===== src/rtl/four_object_offset_gen.sv =====
// Four-object hit tester for the VGA draw path: per object, a registered drawRequest and
// bitmap offset, with positions and enables double-buffered and committed at start of frame.
module four_object_offset_gen_obj #(
    parameter int OBJECT_WIDTH_X  = 32,
    parameter int OBJECT_HEIGHT_Y = 32
) (
    input  logic        clk,
    input  logic        resetN,
    input  logic [10:0] pixel_x,
    input  logic [10:0] pixel_y,
    input  logic        start_of_frame,
    input  logic [10:0] top_left_x,
    input  logic [10:0] top_left_y,
    input  logic        pos_load,
    input  logic        obj_en,
    output logic        draw_request,
    output logic [10:0] offset_x,
    output logic [10:0] offset_y,
    output logic        pending
);
    logic [10:0] shadow_x, shadow_y, active_x, active_y;
    logic        shadow_en, active_en;
    logic        hit_x, hit_y, hit;

    // 12-bit compare so an object near column/row 2047 clips instead of wrapping to 0
    always_comb begin
        hit_x = ({1'b0, pixel_x} >= {1'b0, active_x}) &&
                ({1'b0, pixel_x} <  {1'b0, active_x} + 12'(OBJECT_WIDTH_X));
        hit_y = ({1'b0, pixel_y} >= {1'b0, active_y}) &&
                ({1'b0, pixel_y} <  {1'b0, active_y} + 12'(OBJECT_HEIGHT_Y));
        hit   = hit_x & hit_y;
    end

    always_ff @(posedge clk or negedge resetN) begin
        if (!resetN) begin
            shadow_x     <= '0;
            shadow_y     <= '0;
            active_x     <= '0;
            active_y     <= '0;
            shadow_en    <= 1'b0;
            active_en    <= 1'b0;
            pending      <= 1'b0;
            draw_request <= 1'b0;
            offset_x     <= '0;
            offset_y     <= '0;
        end else begin
            shadow_en <= obj_en;
            if (pos_load) begin
                shadow_x <= top_left_x;
                shadow_y <= top_left_y;
            end
            // Commit reads the pre-edge shadow; a same-cycle load stays pending for next frame
            if (start_of_frame) begin
                active_en <= shadow_en;
                if (pending) begin
                    active_x <= shadow_x;
                    active_y <= shadow_y;
                end
            end
            if (pos_load)
                pending <= 1'b1;
            else if (start_of_frame)
                pending <= 1'b0;
            draw_request <= hit & active_en;
            offset_x     <= hit ? pixel_x - active_x : '0;
            offset_y     <= hit ? pixel_y - active_y : '0;
        end
    end
endmodule

module four_object_offset_gen #(
    parameter int OBJECT_WIDTH_X  = 32,
    parameter int OBJECT_HEIGHT_Y = 32
) (
    input  logic        clk,
    input  logic        resetN,
    input  logic [10:0] pixelX,
    input  logic [10:0] pixelY,
    input  logic        startOfFrame,
    input  logic [10:0] topLeftX1,
    input  logic [10:0] topLeftX2,
    input  logic [10:0] topLeftX3,
    input  logic [10:0] topLeftX4,
    input  logic [10:0] topLeftY1,
    input  logic [10:0] topLeftY2,
    input  logic [10:0] topLeftY3,
    input  logic [10:0] topLeftY4,
    input  logic        posLoad1,
    input  logic        posLoad2,
    input  logic        posLoad3,
    input  logic        posLoad4,
    input  logic [3:0]  objEnable,
    output logic [10:0] offsetX1,
    output logic [10:0] offsetX2,
    output logic [10:0] offsetX3,
    output logic [10:0] offsetX4,
    output logic [10:0] offsetY1,
    output logic [10:0] offsetY2,
    output logic [10:0] offsetY3,
    output logic [10:0] offsetY4,
    output logic        drawRequest1,
    output logic        drawRequest2,
    output logic        drawRequest3,
    output logic        drawRequest4,
    output logic [3:0]  posPending
);
    localparam int NUM_OBJ = 4;

    logic [NUM_OBJ-1:0][10:0] tl_x, tl_y, off_x, off_y;
    logic [NUM_OBJ-1:0]       load, draw;

    assign tl_x = {topLeftX4, topLeftX3, topLeftX2, topLeftX1};
    assign tl_y = {topLeftY4, topLeftY3, topLeftY2, topLeftY1};
    assign load = {posLoad4, posLoad3, posLoad2, posLoad1};

    for (genvar i = 0; i < NUM_OBJ; i++) begin : g_obj
        four_object_offset_gen_obj #(
            .OBJECT_WIDTH_X (OBJECT_WIDTH_X),
            .OBJECT_HEIGHT_Y(OBJECT_HEIGHT_Y)
        ) u_obj (
            .clk           (clk),
            .resetN        (resetN),
            .pixel_x       (pixelX),
            .pixel_y       (pixelY),
            .start_of_frame(startOfFrame),
            .top_left_x    (tl_x[i]),
            .top_left_y    (tl_y[i]),
            .pos_load      (load[i]),
            .obj_en        (objEnable[i]),
            .draw_request  (draw[i]),
            .offset_x      (off_x[i]),
            .offset_y      (off_y[i]),
            .pending       (posPending[i])
        );
    end

    assign {drawRequest4, drawRequest3, drawRequest2, drawRequest1} = draw;
    assign {offsetX4, offsetX3, offsetX2, offsetX1} = off_x;
    assign {offsetY4, offsetY3, offsetY2, offsetY1} = off_y;
endmodule


===== config.mk =====
export PLATFORM = sky130hd
export DESIGN_NAME = four_object_offset_gen
export DESIGN_NICKNAME = d
export VERILOG_FILES = /design/src/rtl/four_object_offset_gen.sv
export SDC_FILE = /design/constraint.sdc
export NUM_CORES = 1
export LEC_CHECK = 0
export CORE_MARGIN = 2
export CORE_UTILIZATION = 54
export CTS_CLUSTER_SIZE = 24
export DETAILED_ROUTE_END_ITERATION = 8
export HOLD_SLACK_MARGIN = 0.06
export PLACE_DENSITY = 0.79
export SYNTH_ARGS = -nofsm -noshare
export SYNTH_HDL_FRONTEND = slang
export SYNTH_SLANG_ARGS = --single-unit

===== constraint.sdc =====
create_clock -name clk -period 2.66 [get_ports clk]
set_input_delay 0.798 -clock clk [delete_from_list [all_inputs] [get_ports clk]]
set_output_delay 0.798 -clock clk [all_outputs]
set_load 0.1 [all_outputs]

======== Word-level counts from Yosys, hierarchy flattened ========
Index checks and enable logic that the tools add are counted.
storage, ports and cells
  flip-flop bits (word level) ............. 280
  input bits .............................. 121
  output and inout bits ................... 96
  logic and storage cells ................. 109
operators by class
  add/subtract/negate cells ............... 16
  magnitude comparators ................... 16
  muxes and demuxes ....................... 13
  bitwise operators ....................... 8
  reduce and logical (&&, ||, !) cells .... 16
operator list
  operator                                       count
  adder 11 x 6 -> 12 bit, second input constant  8
  less-than comparator 11 x 12 -> 1 bit          8
  greater-or-equal comparator 11 bit             8
  2-to-1 mux 11 bit                              8
  subtractor 11 bit                              8
  bitwise AND 1 bit                              8
  logical AND 1 bit                              8
  AND reduction 2 bit                            4
  nonzero test 2 bit                             4
  2-to-1 mux 1 bit                               5

======== Longest topological paths before layout ========
Gate-level depths: netlist of the first run.
  depth after elaboration ................. 5
  gate-level depth with buffers ........... 13
  mapped depth without buffers ............ 12

======== Modules after synthesis ========
Synthesis of the first run repeated with hierarchy kept, for this count alone.
second synthesis, totals
  cells, all modules ...................... 1554
  area, all modules ....................... 16737.3 um2
modules (own cells, without submodules)
  module                                           times used  cells an instance  area each (um2)  sequential area each (um2)
  four_object_offset_gen_obj (g_obj[0].u_obj ...)  3           388                4185.3           1751.7
  four_object_offset_gen_obj (g_obj[1].u_obj)      1           390                4181.5           1751.7

======== Worst setup path after synthesis of the first run ========
Ideal clock, no wire load.
  path type ............................... input port to flip-flop
  start point ............................. input pixelX[0]
  end point ............................... register g_obj[2].u_obj.offset_x[10]
  setup time .............................. 0.118 ns
  arrival ................................. 2.837 ns
  data required time ...................... 2.542 ns
  setup slack ............................. -0.295 ns
  cell stages on the path ................. 11
  buffers on the path ..................... 0
  cells stage by stage .................... inv_1 -> ha_1 -> inv_1 -> fa_1 -> a211oi_1 -> o21bai_1 -> a2111oi_2 -> o21bai_1 -> a21oi_1 -> xor2_1 -> nor2_1
between the ends
  cells in the longest elaborated chain, start to end .. 4
  elaborated cells between the ends (all ways) .. 6
  those cells by class .................... add/sub (1); order compare (2); mux (1); bitwise (1); reduce/logical (1)
RTL lines
  item                                                                                                RTL line  source
  from (decl)                                                                                         77        input logic [10:0] pixelX,
  less-than comparator 11 x 12 -> 1 bit / greater-or-equal comparator 11 bit (equally long branches)  28, 27
  logical AND 1 bit                                                                                   27        hit_x = ({1'b0, pixel_x} >= {1'b0, active_x}) &&
  bitwise AND 1 bit                                                                                   31        hit = hit_x & hit_y;
  2-to-1 mux 11 bit *                                                                                 65        offset_x <= hit ? pixel_x - active_x : '0;
  to (signal assigned)                                                                                65
  to (decl)                                                                                           17        output logic [10:0] offset_x,
Every way passes the cells marked *; elsewhere a longest branch is shown, timed or not.
A chain may end at the register's enable or synchronous reset.

======== Worst setup path after layout of the first run ========
  start point ............................. register g_obj[3].u_obj.active_y[5]
  end point ............................... register g_obj[3].u_obj.offset_x[7]
between the ends
  cells in the longest elaborated chain, start to end .. 5
  elaborated cells between the ends (all ways) .. 6
  those cells by class .................... add/sub (1); order compare (2); mux (1); bitwise (1); reduce/logical (1)
RTL lines
  item                                   RTL line  source
  from (decl)                            21        logic [10:0] shadow_x, shadow_y, active_x, active_y;
  from (signal assigned)                 57        active_y <= shadow_y;
  adder 11 x 6 -> 12 bit                 30        ({1'b0, pixel_y} < {1'b0, active_y} + 12'(OBJECT_HEIGHT_Y));
  less-than comparator 11 x 12 -> 1 bit  30
  logical AND 1 bit *                    29        hit_y = ({1'b0, pixel_y} >= {1'b0, active_y}) &&
  bitwise AND 1 bit *                    31
  2-to-1 mux 11 bit *                    65
  to (signal assigned)                   65
  to (decl)                              17
Marked as above.

==> impl_metrics.toml, run 1 <==
[cts]
clkLatencyLatePin_ns = 0.57
htree_num_levels = 1
post_cts_hold_buffer_count = 0
cts_tree = "done"
root_buffer = "sky130_fd_sc_hd__clkbuf_16"
cts_num_sinks = 280
worst_setup_hold_path_clk_slew_ns = 0.06
cts-root-to-sink-buffers = 3
tritoncts_buffer_count = 29

[drt]
drtAntennaViolNets = 0
mean_number_of_vias_per_cell = 5.542
drt_iter0_drc = 812
mean_routed_wirelength_per_cell_um = 20.21
remaining_drc_errors = 0
detailedRoute.firstPassIterationCount = 5
num_vias = 13200
detail_route.wirelength_um = 48140

[global_route]
first_global_vias = 13690
grt_antenna_before_repair = 2
fraction_of_met2_tracks_used_by_global_routing = 0.5169
wire_length_of_the_first_global_routing_pass_um = 71130
globalRoute.busiestLayer = "met2"
grt_util_met3 = 0.04376
global_route.usage.total = 0.2974
globalRouteOverflowTotal = 0
grt_max_degree = 56
global_route.usage.met1 = 0.3864

[layout]
synthToLayoutAreaGrowth_pct = 50.50
fin_cells = 2382
mostFrequentLayoutCell = "sky130_fd_sc_hd__buf_4"
post-route-util = 0.8279
final_nets = 2255
drive_above_1_share = 0.4443
mostFrequentLayoutCells = "sky130_fd_sc_hd__buf_4 (423), sky130_fd_sc_hd__dfrtp_1 (279), sky130_fd_sc_hd__mux2_2 (176), sky130_fd_sc_hd__ha_1 (122), sky130_fd_sc_hd__inv_1 (118)"

[timing]
clock_skew_ns = 0.01859
finalSetupViolCount = 55
worst_slew_margin_rel = 0.6274
hold_viol = 0
fmax_mhz = 339.1
fin_crit_sh = 1.108
worst_slew_pin_slew_ns = 0.5572
final_period_minus_worst_setup_slack_ns = 2.949
post-route-worst-setup-slack_ns = -0.2886
grt_setup_unrepaired = "true"
fin_tns_setup_ns = -6.651
worst_hold_slack_ns = 0.1991
finalMaxSlewViolations = 0

[die]
die_area_um2 = 29820
die-width_um = 172.7
boundaryPins = 217
starting_density_of_the_core = 0.5501
fp-row-count = 61
die_y_um = 172.7
core_area_um2 = 27930

[critical_path]
timing.critical_path.required_ns = 3.14
worst_setup_path_end_kind = "register"
slowest_delay_ns = 0.56
cp_data_arrival_time_ns = 3.42
critPathSlowestCell = "sky130_fd_sc_hd__or3_4"
critical_path.cell_chain = "ha_2 -> nand3_2 -> xnor2_2 -> ha_1 -> a21o_1 -> a21oi_2 -> a31oi_4 -> a211oi_2 -> o211ai_1 -> or3_4 -> buf_12 -> nor3_4"
timing.critical_path.fanout_max = 5
crit_path_start_kind = "register"
critPathKind = "register to register"

[power]
power_density_nw_per_um2 = 785.7
power.switching_uw = 6833
seq_power_share = 0.287
vdd.ir_drop.worst_uv = 504.9
share_comb_of_total_power = 0.465
p_leak_uw = 0.01102
internal-power_uw = 11340
switching_share = 0.3760
clockPowerShare = 0.248

[synth]
synth_sequential_area_ratio = 0.4560
synthesis.yosys.warnings = 0
synth_async_sr_flop_share = 1.000
post_synth_inst_count = 1388
postSynthNetCount = 1661
synth_edf_count = 0
synth.lib_cells_used.distinct = 58
postSynth.topFlopCell = "sky130_fd_sc_hd__dfrtp_1"
synth.ff_latch_count = 280
synth_area_um2 = 15370
avgSynthCellArea_um2 = 11.07

[outcome]
status = "finished with violations"
violations_in_the_final_reports = "setup timing"

[run]
max_cap_viol = 0

[place]
placed_cell_count = 2270
gp_routability_congestion = 0.8922
buffer_ports.inserted = 216
place_hpwl_um = 32330

[worst_hold_path]
min-delay-path-class = "input port to async pin"
==> registers in the layout (all words and copies together) (netlist names) <==
| name | flops |
|---|---|
| g_obj.u_obj.active_x | 44 |
| g_obj.u_obj.active_y | 44 |
| g_obj.u_obj.offset_x | 44 |
| g_obj.u_obj.offset_y | 44 |
| g_obj.u_obj.shadow_x | 44 |
| g_obj.u_obj.shadow_y | 44 |
| g_obj.u_obj.active_en | 4 |
| g_obj.u_obj.draw_request | 4 |
| g_obj.u_obj.pending | 4 |
| g_obj.u_obj.shadow_en | 4 |
==> kinds of logic after synthesis <==
| kind of cell | synth area share |
|---|---|
| AOI/OAI and AO/OA | 0.1037 |
| DFF | 0.4560 |
| xor gates and xnor gates | 0.04560 |
| buffers and inverters | 0.04267 |
| adders and majority gates | 0.1277 |
| muxes | 0.1290 |
| and+or+nand+nor | 0.09535 |
==> through the flow <==
stage / instance area (um^2) / setup slack (ns) / total power (uW)
2_1_floorplan: 15580 / -0.06342 / 9589
3_3_place_gp: 20330 / -0.8933 / 12130
3_5_place_dp: 20330 / -0.9672 / 12320
4_1_cts: 22170 / -0.1627 / 17320
5_1_grt: 23120 / -0.3483 / 19010
6_report: 23130 / -0.2886 / 18170
==> power by group through the flow <==
stage          Clock (uW)  Sequential, uW  Combinational (uW)
4_1_cts              4530            5190                7600
6_report             4500            5210                8460
2_1_floorplan           0            6280                3310
5_1_grt              4730            5260                9020
3_5_place_dp            0            5250                7060
3_3_place_gp            0            5230                6890
==> timing repair <==
item                                    in CTS  in global routing
gates resized for setup                    104                184
gates cloned                                 6                  1
pin swaps                                   67                 63
endpoints found under the setup margin      92                 92
setup buffers                               34                 22
==> synth_stat cells, types with 5 or more instances <==
master / count / area, um^2
sky130_fd_sc_hd__a2111oi_2: 7 / 105.1
sky130_fd_sc_hd__a211oi_1: 16 / 120.1
sky130_fd_sc_hd__a211oi_2: 7 / 87.58
sky130_fd_sc_hd__a21o_1: 24 / 180.2
sky130_fd_sc_hd__a21oi_1: 60 / 300.3
sky130_fd_sc_hd__a31oi_1: 10 / 62.56
sky130_fd_sc_hd__buf_1: 12 / 45.04
sky130_fd_sc_hd__buf_2: 5 / 25.02
sky130_fd_sc_hd__clkbuf_1: 5 / 18.77
sky130_fd_sc_hd__dfrtp_1: 280 / 7007
sky130_fd_sc_hd__fa_1: 8 / 160.2
sky130_fd_sc_hd__ha_1: 144 / 1802
sky130_fd_sc_hd__inv_1: 130 / 488.0
sky130_fd_sc_hd__mux2_2: 176 / 1982
sky130_fd_sc_hd__nand2_1: 42 / 157.7
sky130_fd_sc_hd__nand2b_1: 9 / 56.30
sky130_fd_sc_hd__nand3_1: 39 / 195.2
sky130_fd_sc_hd__nand4_1: 16 / 100.1
sky130_fd_sc_hd__nor2_1: 118 / 442.9
sky130_fd_sc_hd__nor2b_1: 16 / 100.1
sky130_fd_sc_hd__nor3_1: 40 / 200.2
sky130_fd_sc_hd__nor3_2: 5 / 50.05
sky130_fd_sc_hd__o21a_1: 15 / 112.6
sky130_fd_sc_hd__o21ai_0: 42 / 210.2
sky130_fd_sc_hd__o21bai_1: 14 / 105.1
sky130_fd_sc_hd__o31ai_1: 8 / 60.06
sky130_fd_sc_hd__xnor2_1: 58 / 508.0
sky130_fd_sc_hd__xor2_1: 22 / 192.7
==> critical path, delay by kind of cell (launching register included) <==
family                     cells  cell delay (ns)
and+or+nand+nor                3             0.80
adders and majority gates      2             0.53
DFF                            1             0.35
buffers and inverters          1             0.18
AOI/OAI and AO/OA              5             0.84
xor gates and xnor gates       1             0.15
==> final cells by class <==
class                   instances  area (um^2)
multi-input cells             947         8859
clock inverters                16        262.8
repair buffers                593         5213
diodes                          1        2.502
clock buffers                  36        782.0
fillers                      1482         4808
flip-flops and latches        280         7008
inverters                     131        526.8
well taps                     378        473.0
==> layer usage <==
layer,part of all wire,wire (um)
met3,0.050,2392
met4,0.043,2069
met1,0.41,19860
met2,0.49,23810
met5,0.00015,7
==> path summary, 6_finish.rpt <==
check                                                  startpoint                                endpoint  slack [ns]  cells after the start
max in group asynchronous                                  resetN    g_obj[3].u_obj.offset_x[4]$_DFF_PN0_        1.79                      2
min in group clk               g_obj[0].u_obj.shadow_en$_DFF_PN0_    g_obj[0].u_obj.active_en$_DFFE_PN0P_        0.47                      2
min                                                        resetN  g_obj[0].u_obj.shadow_y[5]$_DFFE_PN0P_        0.20                      1
max                        g_obj[3].u_obj.active_y[5]$_DFFE_PN0P_    g_obj[3].u_obj.offset_x[7]$_DFF_PN0_       -0.29                     12
max reg2reg                g_obj[3].u_obj.active_y[5]$_DFFE_PN0P_    g_obj[3].u_obj.offset_x[7]$_DFF_PN0_       -0.29                     12
min reg2reg                    g_obj[0].u_obj.shadow_en$_DFF_PN0_    g_obj[0].u_obj.active_en$_DFFE_PN0P_        0.47                      2
(Power assumes the default switching activity.)
==> run 2, diff against run 1 <==
--- a/config.mk
+++ b/config.mk
@@ -5,12 +5,14 @@
 export SDC_FILE = /design/constraint.sdc
 export NUM_CORES = 1
 export LEC_CHECK = 0
+export CORE_ASPECT_RATIO = 1.2
 export CORE_MARGIN = 2
 export CORE_UTILIZATION = 54
 export CTS_CLUSTER_SIZE = 24
 export DETAILED_ROUTE_END_ITERATION = 8
 export HOLD_SLACK_MARGIN = 0.06
-export PLACE_DENSITY = 0.79
+export PLACE_DENSITY = 0.78
 export SYNTH_ARGS = -nofsm -noshare
 export SYNTH_HDL_FRONTEND = slang
+export SYNTH_HIERARCHICAL = 1
 export SYNTH_SLANG_ARGS = --single-unit
==> impl_metrics.toml, run 2 <==
[layout]
mostFrequentLayoutCells = "sky130_fd_sc_hd__buf_4 (395), sky130_fd_sc_hd__dfrtp_1 (280), sky130_fd_sc_hd__mux2_2 (176), sky130_fd_sc_hd__inv_1 (138), sky130_fd_sc_hd__ha_1 (119)"
final_nets = 2365
filler_cell_count = 1923
drive_above_1_share = 0.3738
synthToLayoutAreaGrowth_pct = 40.26
mostFrequentLayoutCell = "sky130_fd_sc_hd__buf_4"
final-seq-area_um2 = 7007
antenna_cells = 0
multi_input_area_um2 = 9627
post-route-util = 0.7702

[timing]
finalMaxSlewViolations = 0
hold_viol = 0
worst_slew_margin_rel = 0.6184
worst_slew_pin_slew_ns = 0.5664
clock_skew_ns = 0.01222
post-route-worst-setup-slack_ns = -0.01507
fin_crit_sh = 1.006
fin_tns_setup_ns = -0.01507
grt_setup_unrepaired = "true"
final_period_minus_worst_setup_slack_ns = 2.675
finalSetupViolCount = 1
fmax_mhz = 373.8

[synth]
top_post_synthesis_cells_by_area = "sky130_fd_sc_hd__dfrtp_1 (42%), sky130_fd_sc_hd__mux2_2 (12%), sky130_fd_sc_hd__ha_1 (11%), sky130_fd_sc_hd__inv_1 (3.2%), sky130_fd_sc_hd__nor3_1 (2.3%)"
synth_sequential_area_ratio = 0.4186
post_synth_inst_count = 1554
synth_top_area_frac = 0.4186
synth.lib_cells_used.distinct = 54
synth_async_sr_flop_share = 1.000
synth_area_um2 = 16740
synth_commonest_cells = "sky130_fd_sc_hd__dfrtp_1 (280), sky130_fd_sc_hd__mux2_2 (176), sky130_fd_sc_hd__ha_1 (144), sky130_fd_sc_hd__inv_1 (144), sky130_fd_sc_hd__nor3_1 (77)"
cell_with_the_most_instances_after_synthesis = "sky130_fd_sc_hd__dfrtp_1"
avgSynthCellArea_um2 = 10.77
synth_edf_count = 0
postSynth.topFlopCell = "sky130_fd_sc_hd__dfrtp_1"
synthesis.yosys.warnings = 6
postSynthNetCount = 1827
synth_area_leader_cell = "sky130_fd_sc_hd__dfrtp_1"
synth.ff_latch_count = 280

[cts]
post_cts_hold_buffer_count = 0
cts_tree = "done"
htree_num_levels = 1
cts_num_sinks = 280
clkLatencyLatePin_ns = 0.56
root_buffer = "sky130_fd_sc_hd__clkbuf_16"
cts-root-to-sink-buffers = 3
tritoncts_buffer_count = 28
worst_setup_hold_path_clk_slew_ns = 0.06

[power]
p_leak_uw = 0.01096
design_power_total_uw = 18420
power_density_nw_per_um2 = 784.7
vdd.ir_drop.worst_uv = 661.4

[critical_path]
r2r.worst_path.cells = 9
timing.rr.start = "g_obj[2].u_obj/active_y[0]$_DFFE_PN0P_"
timing.critical_path.fanout_max = 7
worst_setup_path_end_kind = "register"
critical_register_to_register_path_endpoint = "g_obj[2].u_obj/offset_x[4]$_DFF_PN0_"
rrSetupSlack_ns = 0.04
cp_data_arrival_time_ns = 3.13
critPathKind = "input port to register"
timing.critical_path.required_ns = 3.12
crit_path_start_kind = "input port"

[global_route]
global_route.usage.total = 0.2959
first_global_vias = 14900
wire_length_of_the_first_global_routing_pass_um = 75230
grt_max_degree = 61
globalRouteOverflowTotal = 0
grt_antenna_before_repair = 0

[place]
gp_routability_congestion = 0.9080
place_hpwl_um = 35180
buffer_ports.inserted = 216

[drt]
drtAntennaViolNets = 0
mean_number_of_vias_per_cell = 5.750
detail_route.wirelength_um = 48550
detailedRoute.firstPassIterationCount = 6
remaining_drc_errors = 0
num_vias = 14420
mean_routed_wirelength_per_cell_um = 19.37
drt_iter0_drc = 740

[worst_hold_path]
min-delay-path-class = "input port to async pin"

[die]
starting_density_of_the_core = 0.5491
core_area_um2 = 30480
die-width_um = 164.7
boundaryPins = 217
fp-row-count = 70
die_y_um = 196.9
die_area_um2 = 32430

[run]
max_cap_viol = 0

[outcome]
status = "finished with violations"
violations_in_the_final_reports = "setup timing"
run 2: cell count changes after synthesis, sizes merged, moves of 13 or more:
cell	delta
inv	+13
and3	+24
nor2	-54
xor2	-18
a21o	+15
nand2b	+18
xnor2	-18
nor4b	+15
a211oi	+17
nor3	+32
nor4	+34
run 2: cell type report:
class / count / area share
Tap cell: 396 / 0.02111
Inverter: 144 / 0.02345
Sequential cell: 280 / 0.2985
Multi-Input combinational cell: 1083 / 0.4101
Clock inverter: 10 / 0.003624
Clock buffer: 39 / 0.03550
Timing Repair Buffer: 555 / 0.2078
run 2: per-layer routing:
layer  GRT usage  wire length, um
met5           0                0
met1      0.3567            18870
met4      0.1639             3181
met2      0.5123            24040
met3     0.03535             2471
run 2: logic make-up after synthesis:
logic type,Yosys count,synth area share
fa+ha+maj,152,0.1172
xor+xnor,44,0.02302
compound gates,322,0.1407
buf+inv,192,0.04642
flops,280,0.4186
simple gates,388,0.1356
mux,176,0.1184
run 2: worst max-delay path by stage:
stage / startpoint / to / slack [ns]
after floorplan: pixelX[0] / g_obj[0].u_obj/offset_y[5]$_DFF_PN0_ / 0.0002
after CTS: pixelY[0] / g_obj[2].u_obj/offset_y[6]$_DFF_PN0_ / -0.002
after global placement: pixelX[0] / g_obj[0].u_obj/offset_y[5]$_DFF_PN0_ / -0.79
after detailed placement: pixelY[0] / g_obj[2].u_obj/offset_y[5]$_DFF_PN0_ / -0.91
final: pixelY[0] / g_obj[2].u_obj/offset_x[4]$_DFF_PN0_ / -0.02
after global routing: pixelY[0] / g_obj[2].u_obj/offset_x[4]$_DFF_PN0_ / -0.07
run 2: timing repair:
action | in CTS | in global routing
resized for setup | 47 | 73
endpoints found under the setup margin | 88 | 80
pin swaps | 23 | 45
hold endpoints to repair | 0 | 0
setup buffers | 9 | 10
gates cloned | 1 | 2
run 2: stage by stage:
stage / instances / hold slack [ns] / area (um^2) / worst slack [ns]
CTS: 2495 / 0.1856 / 22930 / -0.002089
finish: 2507 / 0.1829 / 23480 / -0.01507
detailed placement: 2436 / 0.4558 / 21700 / -0.9059
floorplan: 1554 / 0.4290 / 16800 / 0.0001632
global route: 2507 / 0.2101 / 23480 / -0.06831
global placement: 2436 / 0.4448 / 21700 / -0.7917
run 2: power breakdown:
group | total [uW] | switching (uW) | internal (uW)
clock | 3930 | 1660 | 2270
sequential | 5250 | 408 | 4840
combinational | 9240 | 5190 | 4050
total | 18400 | 7260 | 11200
run 2: critical path: stages:
cell and delay [ns]:
sky130_fd_sc_hd__buf_6 0.09, sky130_fd_sc_hd__buf_8 0.13, sky130_fd_sc_hd__inv_4 0.06, sky130_fd_sc_hd__ha_4 0.14, sky130_fd_sc_hd__inv_4 0.04, sky130_fd_sc_hd__fa_2 0.41
sky130_fd_sc_hd__a211oi_4 0.28, sky130_fd_sc_hd__o21bai_2 0.13, sky130_fd_sc_hd__a2111oi_4 0.37, sky130_fd_sc_hd__o311ai_4 0.19, sky130_fd_sc_hd__buf_4 0.22, sky130_fd_sc_hd__nor4_2 0.27
==> variant: new RTL, flow settings as in run 1 <==
`OBJECT_WIDTH_X` is set to 32 in 2 places; all go to 31.
--- a/src/rtl/four_object_offset_gen.sv
+++ b/src/rtl/four_object_offset_gen.sv
@@ -2,5 +2,5 @@
 // bitmap offset, with positions and enables double-buffered and committed at start of frame.
 module four_object_offset_gen_obj #(
-    parameter int OBJECT_WIDTH_X  = 32,
+    parameter int OBJECT_WIDTH_X  = 31,
     parameter int OBJECT_HEIGHT_Y = 32
 ) (
@@ -70,5 +70,5 @@
 
 module four_object_offset_gen #(
-    parameter int OBJECT_WIDTH_X  = 32,
+    parameter int OBJECT_WIDTH_X  = 31,
     parameter int OBJECT_HEIGHT_Y = 32
 ) (
Behaviour: not the same (Yosys sat finds a counterexample within 4 cycles, from zero or initial values and one cycle with resetN low).
==> variant against run 1 <==
The run still ends with setup timing left. Total power increased by 4.8%. Sequential cell count stayed put. Critical endpoint is now g_obj[3].u_obj.offset_x[4]. Worst setup slack got worse by 0.067 ns. Critical path type unchanged. Sequential power is 1% higher. Final area is 3.7% higher. Utilization down 2.1 points. Routed wire length is 3.7% higher. Area after synthesis is 6.3% higher.
==> variant: results (changes against run 1) <==
final hold slack 0.163 ns (was 0.199 ns); placed cell count 2400 (was 2270); Worst R2R Start g_obj[3].u_obj.active_y[7] (was g_obj[3].u_obj.active_y[5]); number of DRC markers in iteration 0 889 (was 812); total negative slack -9.98 ns (was -6.65 ns); met3 Use GR 3.96% (was 4.38%); min setup slack post-route -0.356 ns (was -0.289 ns); worst-path fanout max 4 (was 5); failing checks setup timing (unchanged); share of cells above drive strength 1 43.2% (was 44.4%); 1st-pass router iterations 7 (was 5); global placement routability congestion 0.915 (was 0.892); crit path DAT 3.47 ns (was 3.42 ns); DP Worst Slack -0.859 ns (was -0.967 ns); Net Sw Power 7.50 mW (was 6.83 mW); vias in the first global route 14600 (was 13700); Max stage delay on crit path 0.45 ns (was 0.56 ns); Layout fillers 1672 (was 1482); Overall Global Routing Usage 30.2% (was 29.7%); status finished with violations (unchanged); met2 usage 54.0% (was 51.7%); slowest cell on the critical path nor3_1 (was or3_4); DP Area 0.0212 mm^2 (was 0.0203 mm^2); Leak 11.3 nW (was 11.0 nW); Final HPWL DP 34600 um (was 32300 um); Critical path destination g_obj[3].u_obj.offset_x[4] (was g_obj[3].u_obj.offset_x[7]); Layout Cells excl Fill 2499 (was 2382); Seq/Total Area, Yosys 42.9% (was 45.6%); clock buffer count from CTS 30 (was 29); final setup fails 72 (was 55); Max VDD drop 0.701 mV (was 0.505 mV)
==> variant: cell count changes after synthesis, sizes merged, moves of 11 or more <==
cell,run 1,this run
nor2,118,75
ha,144,164
nor3,45,61
nand2,42,55
xnor2,58,70
nor4,3,14
==> variant: layer usage <==
metal / up-vias / part of all wire [%] / wire length, um
met1: 7001 / 39 / 19500
met4: 0 / 4.9 / 2460
met2: 529 / 51 / 25300
met3: 172 / 5.3 / 2670
li1: 6547 / - / -
met5: - / 0 / 0
==> variant: final cells by class <==
cell class	instances	area [um^2]	area share, %
sequential	280	7010	29.2
antenna	1	2.50	0.0104
clock buffer	43	860	3.58
tap	390	488	2.03
clock inverter	12	160	0.668
inverter	130	504	2.10
multi-input combinational	1051	9850	41.1
timing repair buffer	592	5100	21.3
==> variant: kinds of logic (layout without fill, tap and decap cells) <==
group | count (synthesis) | count (layout) | synth area share, %
compound gates | 264 | 264 | 10.8
other cells | 0 | 1 | 0
xor+xnor | 100 | 100 | 5.36
fa+ha+maj | 172 | 172 | 13.5
buf+inv | 164 | 777 | 4.17
flops | 280 | 280 | 42.9
simple gates | 334 | 334 | 10.7
mux | 181 | 181 | 12.5
==> variant: power by group through the flow <==
stage               clock network (mW)  registers [mW]  logic, mW
finish                            4.28            5.26       9.51
floorplan                            0            6.35       3.78
global placement                     0            5.27       7.64
detailed placement                   0            5.30       7.86
CTS                               4.30            5.24       8.71
global route                      4.49            5.32       10.1
==> variant: worst reg2reg max path, cell delays in order (launching register included) <==
cell and delay [ns]:
dfrtp_1 0.42, inv_1 0.09, nor3_1 0.45, xnor2_1 0.21, ha_1 0.27, o21a_1 0.20
o21a_1 0.17, o32ai_1 0.33, o221ai_4 0.27, buf_4 0.22, nor4_2 0.28
